## src/rtl/uni_shift_rx_if.sv

```systemverilog
// Parallel-side bundle of the serial frame receiver: strobe/serial input, handshake and status.
// No logic here; latency and backpressure are defined by the receiver module.
// Master drives en/sin/dir/pout_ready/clr_ovr, slave returns the received word and flags.
interface uni_shift_rx_if #(parameter int N = 4) ();
  logic         en;
  logic         sin;
  logic         dir;
  logic         pout_ready;
  logic         clr_ovr;
  logic [N-1:0] pout;
  logic         pout_valid;
  logic         parity_err;
  logic         overrun;
  logic         busy;

  modport master (
    output en, sin, dir, pout_ready, clr_ovr,
    input  pout, pout_valid, parity_err, overrun, busy
  );

  modport slave (
    input  en, sin, dir, pout_ready, clr_ovr,
    output pout, pout_valid, parity_err, overrun, busy
  );
endinterface

```

## src/rtl/uni_shift_rx.sv

```systemverilog
// Serial-to-parallel receiver: start bit, N data bits (MSB or LSB first), even parity bit.
// Latency: word valid the cycle after the parity-sampling edge; a frame takes N+2 en strobes.
// Backpressure: one-word output buffer; a frame completing while the buffer is held is dropped and flagged.
module uni_shift_rx #(
  parameter int N = 4
) (
  input  logic           clk,
  input  logic           reset,
  uni_shift_rx_if.slave  rx
);

  typedef enum logic [1:0] {
    IDLE   = 2'd0,
    DATA   = 2'd1,
    PARITY = 2'd2
  } state_t;

  localparam int CW = $clog2(N + 1);

  state_t         r_state;
  logic [CW-1:0]  r_cnt;
  logic [N-1:0]   r_sreg;
  logic [N-1:0]   r_pout;
  logic           r_dir_q;
  logic           r_vld;
  logic           r_perr;
  logic           r_ovr;
  logic           r_busy;

  logic           w_par_edge;
  logic           w_free;
  logic           w_deliver;
  logic           w_drop;
  logic           w_consume;
  logic           w_mismatch;

  // A consume on the same edge frees the buffer for the incoming word.
  assign w_consume  = r_vld && rx.pout_ready;
  assign w_free     = !r_vld || rx.pout_ready;
  assign w_par_edge = (r_state == PARITY) && rx.en;
  assign w_deliver  = w_par_edge && w_free;
  assign w_drop     = w_par_edge && !w_free;
  assign w_mismatch = (^r_sreg) ^ rx.sin;

  always_ff @(posedge clk or negedge reset) begin
    if (!reset) begin
      r_state <= IDLE;
      r_cnt   <= '0;
      r_sreg  <= '0;
      r_dir_q <= 1'b0;
      r_busy  <= 1'b0;
      r_pout  <= '0;
      r_vld   <= 1'b0;
      r_perr  <= 1'b0;
      r_ovr   <= 1'b0;
    end else begin
      if (rx.en) begin
        case (r_state)
          IDLE: begin
            if (rx.sin) begin
              r_dir_q <= rx.dir;
              r_cnt   <= '0;
              r_sreg  <= '0;
              r_busy  <= 1'b1;
              r_state <= DATA;
            end
          end
          DATA: begin
            if (r_dir_q)
              r_sreg <= {rx.sin, r_sreg[N-1:1]};
            else
              r_sreg <= {r_sreg[N-2:0], rx.sin};
            r_cnt <= r_cnt + CW'(1);
            if (r_cnt == CW'(N - 1))
              r_state <= PARITY;
          end
          PARITY: begin
            r_busy  <= 1'b0;
            r_state <= IDLE;
          end
          default: begin
            r_busy  <= 1'b0;
            r_state <= IDLE;
          end
        endcase
      end

      if (w_deliver) begin
        r_pout <= r_sreg;
        r_perr <= w_mismatch;
        r_vld  <= 1'b1;
      end else if (w_consume) begin
        r_vld  <= 1'b0;
      end

      // Set wins over a simultaneous clear.
      if (w_drop)
        r_ovr <= 1'b1;
      else if (rx.clr_ovr)
        r_ovr <= 1'b0;
    end
  end

  assign rx.pout       = r_pout;
  assign rx.pout_valid = r_vld;
  assign rx.parity_err = r_perr;
  assign rx.overrun    = r_ovr;
  assign rx.busy       = r_busy;

endmodule
```

## src/flat_wrapper.sv

```systemverilog
// flat-port wrapper written by rule: the top's interface ports become plain ports
module uni_shift_rx_flat 
#(
  parameter int N = 4
)
  (clk, reset, rx_en, rx_sin, rx_dir, rx_pout_ready, rx_clr_ovr, rx_pout, rx_pout_valid, rx_parity_err, rx_overrun, rx_busy);
  uni_shift_rx_if #(.N(N)) rx_i ();
  input  logic clk;
  input  logic reset;
  input wire logic [$bits(rx_i.en)-1:0] rx_en;
  input wire logic [$bits(rx_i.sin)-1:0] rx_sin;
  input wire logic [$bits(rx_i.dir)-1:0] rx_dir;
  input wire logic [$bits(rx_i.pout_ready)-1:0] rx_pout_ready;
  input wire logic [$bits(rx_i.clr_ovr)-1:0] rx_clr_ovr;
  output wire logic [$bits(rx_i.pout)-1:0] rx_pout;
  output wire logic [$bits(rx_i.pout_valid)-1:0] rx_pout_valid;
  output wire logic [$bits(rx_i.parity_err)-1:0] rx_parity_err;
  output wire logic [$bits(rx_i.overrun)-1:0] rx_overrun;
  output wire logic [$bits(rx_i.busy)-1:0] rx_busy;
  assign rx_i.en = rx_en;
  assign rx_i.sin = rx_sin;
  assign rx_i.dir = rx_dir;
  assign rx_i.pout_ready = rx_pout_ready;
  assign rx_i.clr_ovr = rx_clr_ovr;
  assign rx_pout = rx_i.pout;
  assign rx_pout_valid = rx_i.pout_valid;
  assign rx_parity_err = rx_i.parity_err;
  assign rx_overrun = rx_i.overrun;
  assign rx_busy = rx_i.busy;
  uni_shift_rx #(.N(N)) u_core (.clk(clk), .reset(reset), .rx(rx_i));
endmodule
```

## config.mk

```make
export PLATFORM = sky130hd
export DESIGN_NAME = uni_shift_rx_flat
export DESIGN_NICKNAME = d
export VERILOG_FILES = /design/src/rtl/uni_shift_rx_if.sv /design/src/rtl/uni_shift_rx.sv /design/src/flat_wrapper.sv
export SDC_FILE = /design/constraint.sdc
export NUM_CORES = 1
export LEC_CHECK = 0
export ABC_CLOCK_PERIOD_IN_PS = 1770
export CORE_MARGIN = 5
export CORE_UTILIZATION = 40
export DETAILED_ROUTE_END_ITERATION = 6
export HOLD_SLACK_MARGIN = 0.06
export MAX_ROUTING_LAYER = met4
export PLACE_DENSITY = 0.64
export SLEW_MARGIN = 20
export SYNTH_ARGS = -nofsm -noshare
export SYNTH_HDL_FRONTEND = slang
export SYNTH_SLANG_ARGS = --single-unit
```

## constraint.sdc

```tcl
create_clock -name clk -period 1.77 [get_ports clk]
set_input_delay 0.4425 -clock clk [delete_from_list [all_inputs] [get_ports clk]]
set_output_delay 0.4425 -clock clk [all_outputs]
set_load 0.02 [all_outputs]
```

; ---- Word-level counts from Yosys, hierarchy flattened
; Index checks and enable logic that the tools add are counted.
[totals]
reg_bits = 18
output_inout_bits = 8
elab_cells = 47
input_bits = 7
[classes]
add_sub_neg = 1
eq_ne = 5
muxes = 14
reduce_logical = 16
bitwise_logic = 2
[op_table]
columns = operator, count
row1 = $reduce_and 3->1, 4
row2 = $mux 4, 2
row3 = $pmux 4 s2, 1
row4 = $pmux 3 s2, 1
row5 = $reduce_bool 2->1, 3
row6 = $mux 1, 5
row7 = $logic_and 1x1->1, 4
row8 = $mux 2, 2
row9 = $pmux 2 s2, 1
row10 = $reduce_xor 4->1, 1
row11 = $add 3x1->3 const B, 1
row12 = $eq 3x2->1 const B, 1
row13 = $mux 3, 1
row14 = $eq 2x1->1 const B, 1
row15 = $eq 2x2->1 const B, 1
row16 = $logic_not 1->1, 2
row17 = $logic_not 2->1, 1
row18 = $ne 2x1->1 const B, 1
row19 = $ne 2x2->1 const B, 1
row20 = $pmux 1 s2, 1
row21 = $logic_or 1x1->1, 1
row22 = $not 1->1, 1
row23 = $xor 1x1->1, 1

; ---- Depth between registers and ports, before layout
[depth]
word_depth = 5
mapped_depth = 4
mapped_depth_nobuf = 4

; ---- Worst setup path after synthesis
; Ideal clock, no wire load.
[synth_path]
kind = register -> register
start = register u_core.r_sreg[0]
end = register u_core.r_perr (netlist: u_core.rx.parity_err)
slack_ps = 526
arrival_ps = 1119
n_path_buf = 0
period_less_slack_ps = 1244
stages_incl_launch_ff = 4
setup_ps = 125
required_ps = 1645
path_cell_list = dfrtp_1 -> xnor3_1 -> xnor2_1 -> mux2_4
[synth_between]
elab_chain_len = 2
[synth_lines]
columns = item, line
row1 = from (decl), uni_shift_rx.sv:22  ; logic [N-1:0] r_sreg;
row2 = from (signal assigned), uni_shift_rx.sv:70  ; r_sreg <= {rx.sin, r_sreg[N-1:1]};
row3 = from (signal assigned), uni_shift_rx.sv:72  ; r_sreg <= {r_sreg[N-2:0], rx.sin};
row4 = $reduce_xor 4->1, uni_shift_rx.sv:43  ; assign w_mismatch = (^r_sreg) ^ rx.sin;
row5 = $xor 1x1->1, uni_shift_rx.sv:43
row6 = to (signal assigned), uni_shift_rx.sv:90  ; r_perr <= w_mismatch;
row7 = to (decl), uni_shift_rx.sv:26  ; logic r_perr;
; No other way between the ends.
; A chain may end at the register's enable or synchronous reset.

; ---- Worst setup path in the final report
[layout_path]
start = register u_core.r_pout[3] (netlist: u_core.rx.pout[3])
end = output port rx_pout[3]
[layout_rtl]
columns = item, line
row1 = from (decl), uni_shift_rx.sv:23  ; logic [N-1:0] r_pout;
row2 = from (signal assigned), uni_shift_rx.sv:89  ; r_pout <= r_sreg;
row3 = to (decl), flat_wrapper.sv:15  ; output wire logic [$bits(rx_i.pout)-1:0] rx_pout;
; No word-level cell between the ends.

==> impl_results.md <==
- I/O pin cnt: 15
- RSZ-0062 raised after global routing: false
- Residual DRC: 0
- Worst path slowest cell: clkdlybuf4s50_1
- # setup viols final: 0
- Worst Path Arrival: 1260 ps
- Non-filler instance count after layout: 112
- Setup TNS: 0 ps
- Simple-Gate Fraction of Synth Area: 9.25%
- Power Internal: 1.06 mW
- Commonest non-fill, non-tap cell in the layout: dfrtp_1
- Sequential share of the synthesized area: 53.7%
- Max Clock Skew: 1.15 ps
- Total placed instance area: 0.00107 mm²
- R2R Path Start: u_core.r_sreg[0]$_DFFE_PN0P_
- Layout cells sized above 1: 28.2%
- CTS tree: built
- Clock-pin slew on the worst setup and hold paths: 100 ps
- CTS Buf Count: 3
- Crit-path cells: clkdlybuf4s50_1
- Worst VDD drop: 0.000883 V
- Total Routing Usage GR: 10.5%
- Buffer count from post-CTS setup fixing: 0
- Starting density of the core: 42.3%
- Antenna cells: 0
- WHS: 462 ps
- Vias: 529
- Combinational family with the most area after synthesis: multiplexers
- Syn. warnings: 0
- FP Rows: 16
- Slew Viols, Final: 0
- Area growth syn-to-layout: 32.1%
- Crit path max-delay family: buffers and inverters
- Worst skew pair latency: 290 ps
- Max-slew headroom: 76.3%
- DRT iter0 DRCs: 2
- PortBufs: 14
- Grt total ovfl: 0
- Period utilization: 96.1%
- Startpoint types: flip-flop
- Crit-path max FO: 2
- Die Wd: 55.8 µm
- Total wire length: 1440 µm
- Crit path time final: 1700 ps
- Finished layout cell area: 0.00111 mm²
- MaxCap Viol Count: 0
- Hold Fails Final Rpt: 0
- Total power: 1.58 mW
- Post-route antenna net violation count: 0
- WP data required: 1330 ps
- CTS root buf: clkbuf_4
- Worst Tran Pin Value: 353 ps
- F_max: 588 MHz
- Height of the die: 55.8 µm
- Yosys cell types: 24
- DRT Pass-1 Iters: 2
- Avg WL per Cell: 12.9 µm
- Logic pwr share: 39.8%
- Flops & latches, synth: 18
- Post-synthesis compound-gate area fraction: 11.9%
- Cells after Synth: 60
- Synth Cell Area: 838 µm²
- Outcome: complete, no violations
- Leakage: 0.554 nW
- CTS sink count: 18
- CP max stage delay: 610 ps
- Crit Path Category: flip-flop to output pin
- Critical Path Sink Type: output pin
- Tightest Hold Check Type: input pin to asynchronous set/reset pin
- CTS HTree Levels: 1
- Most frequent cells in the layout: dfrtp_1 (18), clkdlybuf4s50_1 (13), buf_4 (8), mux2_2 (5), o2bb2ai_1 (5)
- Via density: 4.72
- Multiplexer share of the synthesized area: 15.1%
- Switching Share: 33.1%
- Cts hold-fix bufs: 0
- Largest net degree at the start of global routing: 19
- WP buf/inv: 1
- GP Congestion: 0.767
- Core area: 0.00198 mm²
- Vias in the first global route: 553
- Clock buffer depth: 2
- Synthesized-area fraction occupied by adder cells: 2.99%
- First-pass GRT wire length: 2500 µm
- Nets: 95
- Die area: 0.00311 mm²
- Post-CTS sizing: 0
- Setup crit start: u_core.rx.pout[3]$_DFFE_PN0P_
- Post-Syn Area per Cell: 14.0 µm²
- Clk network pwr share: 15.9%
- Dpl cells: 108
- Xor/xnor share of the synthesized area: 4.78%
- Register share of total power: 44.3%
- Synthesized Nets: 69
- Final HPWL DP: 1080 µm
- Cell area power density: 1420 mW/mm²
- Initial antenna violation count: 0
- Psw: 0.522 mW
## metal layers
| metal | share of wire (%) | vias to the layer above | GRT usage, % |
|---|---|---|---|
| met4 | 1.1 | 0 | 4.17 |
| met5 | 0 | - | - |
| met2 | 46 | 9 | 15.5 |
| met3 | 4.3 | 2 | 3.48 |
| li1 | - | 266 | - |
| met1 | 48 | 252 | 13.3 |
## area by class of cell
type | count | area, µm²
clock buffer | 4 | 36.3
fill | 160 | 875
inverter | 4 | 15.0
multi-input combinational | 37 | 369
sequential | 18 | 450
tap | 27 | 33.8
timing repair buffer | 22 | 203
## logic make-up (layout without fill, tap and decap cells)
| kind of cell | count (synthesis) | in the layout |
|---|---|---|
| multiplexers | 11 | 11 |
| XOR/XNOR | 3 | 3 |
| adder cells (fa/ha/maj) | 2 | 2 |
| AO/OA/AOI/OAI | 13 | 13 |
| flip-flops | 18 | 18 |
| buffers and inverters | 5 | 30 |
| AND/OR/NAND/NOR | 8 | 8 |
## metrics by stage
stage,utilization [%],worst slack (ps)
2_1_floorplan,-,526
3_3_place_gp,53.9,-8.23
6_report,55.9,68.5
4_1_cts,55.7,55.9
5_1_grt,55.9,14.3
3_5_place_dp,53.9,-20.1
## synthesized netlist by cell type
cell,instances,area share (%)
a31oi_1,1,0.75
xnor2_1,1,1.0
mux2_4,2,3.6
nand2_1,2,0.90
a22o_1,2,2.1
o2bb2ai_1,5,5.2
nand2b_1,1,0.75
buf_1,1,0.45
dfrtp_1,18,54
o21ai_2,1,1.0
a21oi_1,1,0.60
inv_1,4,1.8
nand3b_4,1,2.4
nor3_1,1,0.60
mux2_2,5,6.7
o21ai_0,1,0.60
o22ai_1,1,0.75
mux2i_1,4,4.8
xor2_1,1,1.0
xnor3_1,1,2.7
ha_1,2,3.0
nor2b_4,2,3.3
a21o_1,1,0.90
and3_4,1,1.3
## power by group through the flow
stage	clock [mW]	combinational [mW]	sequential, mW
after floorplan	0	0.395	0.719
after global placement	0	0.618	0.705
after detailed placement	0	0.626	0.708
after CTS	0.258	0.640	0.698
after global routing	0.277	0.690	0.724
final	0.251	0.627	0.698
## registers in the layout (all words and copies together) (netlist names), 2 cells and up
register and cells:
u_core.r_state 2, u_core.rx.pout 4, u_core.r_cnt 3, u_core.r_sreg 4
## worst paths after layout
check | to | slack (ps) | cells past startpoint
max in group asynchronous | u_core.r_cnt[1]$_DFFE_PN0P_ | 1120 | 2
worst min-delay path | u_core.rx.busy$_DFFE_PN0P_ | 460 | 2
min in group clk | u_core.rx.parity_err$_DFFE_PN0P_ | 520 | 1
worst min register to register | u_core.rx.parity_err$_DFFE_PN0P_ | 520 | 1
worst max register to register | u_core.rx.parity_err$_DFFE_PN0P_ | 440 | 3
worst max-delay path | rx_pout[3] | 70 | 1
Power figures use the tool's default switching activity.
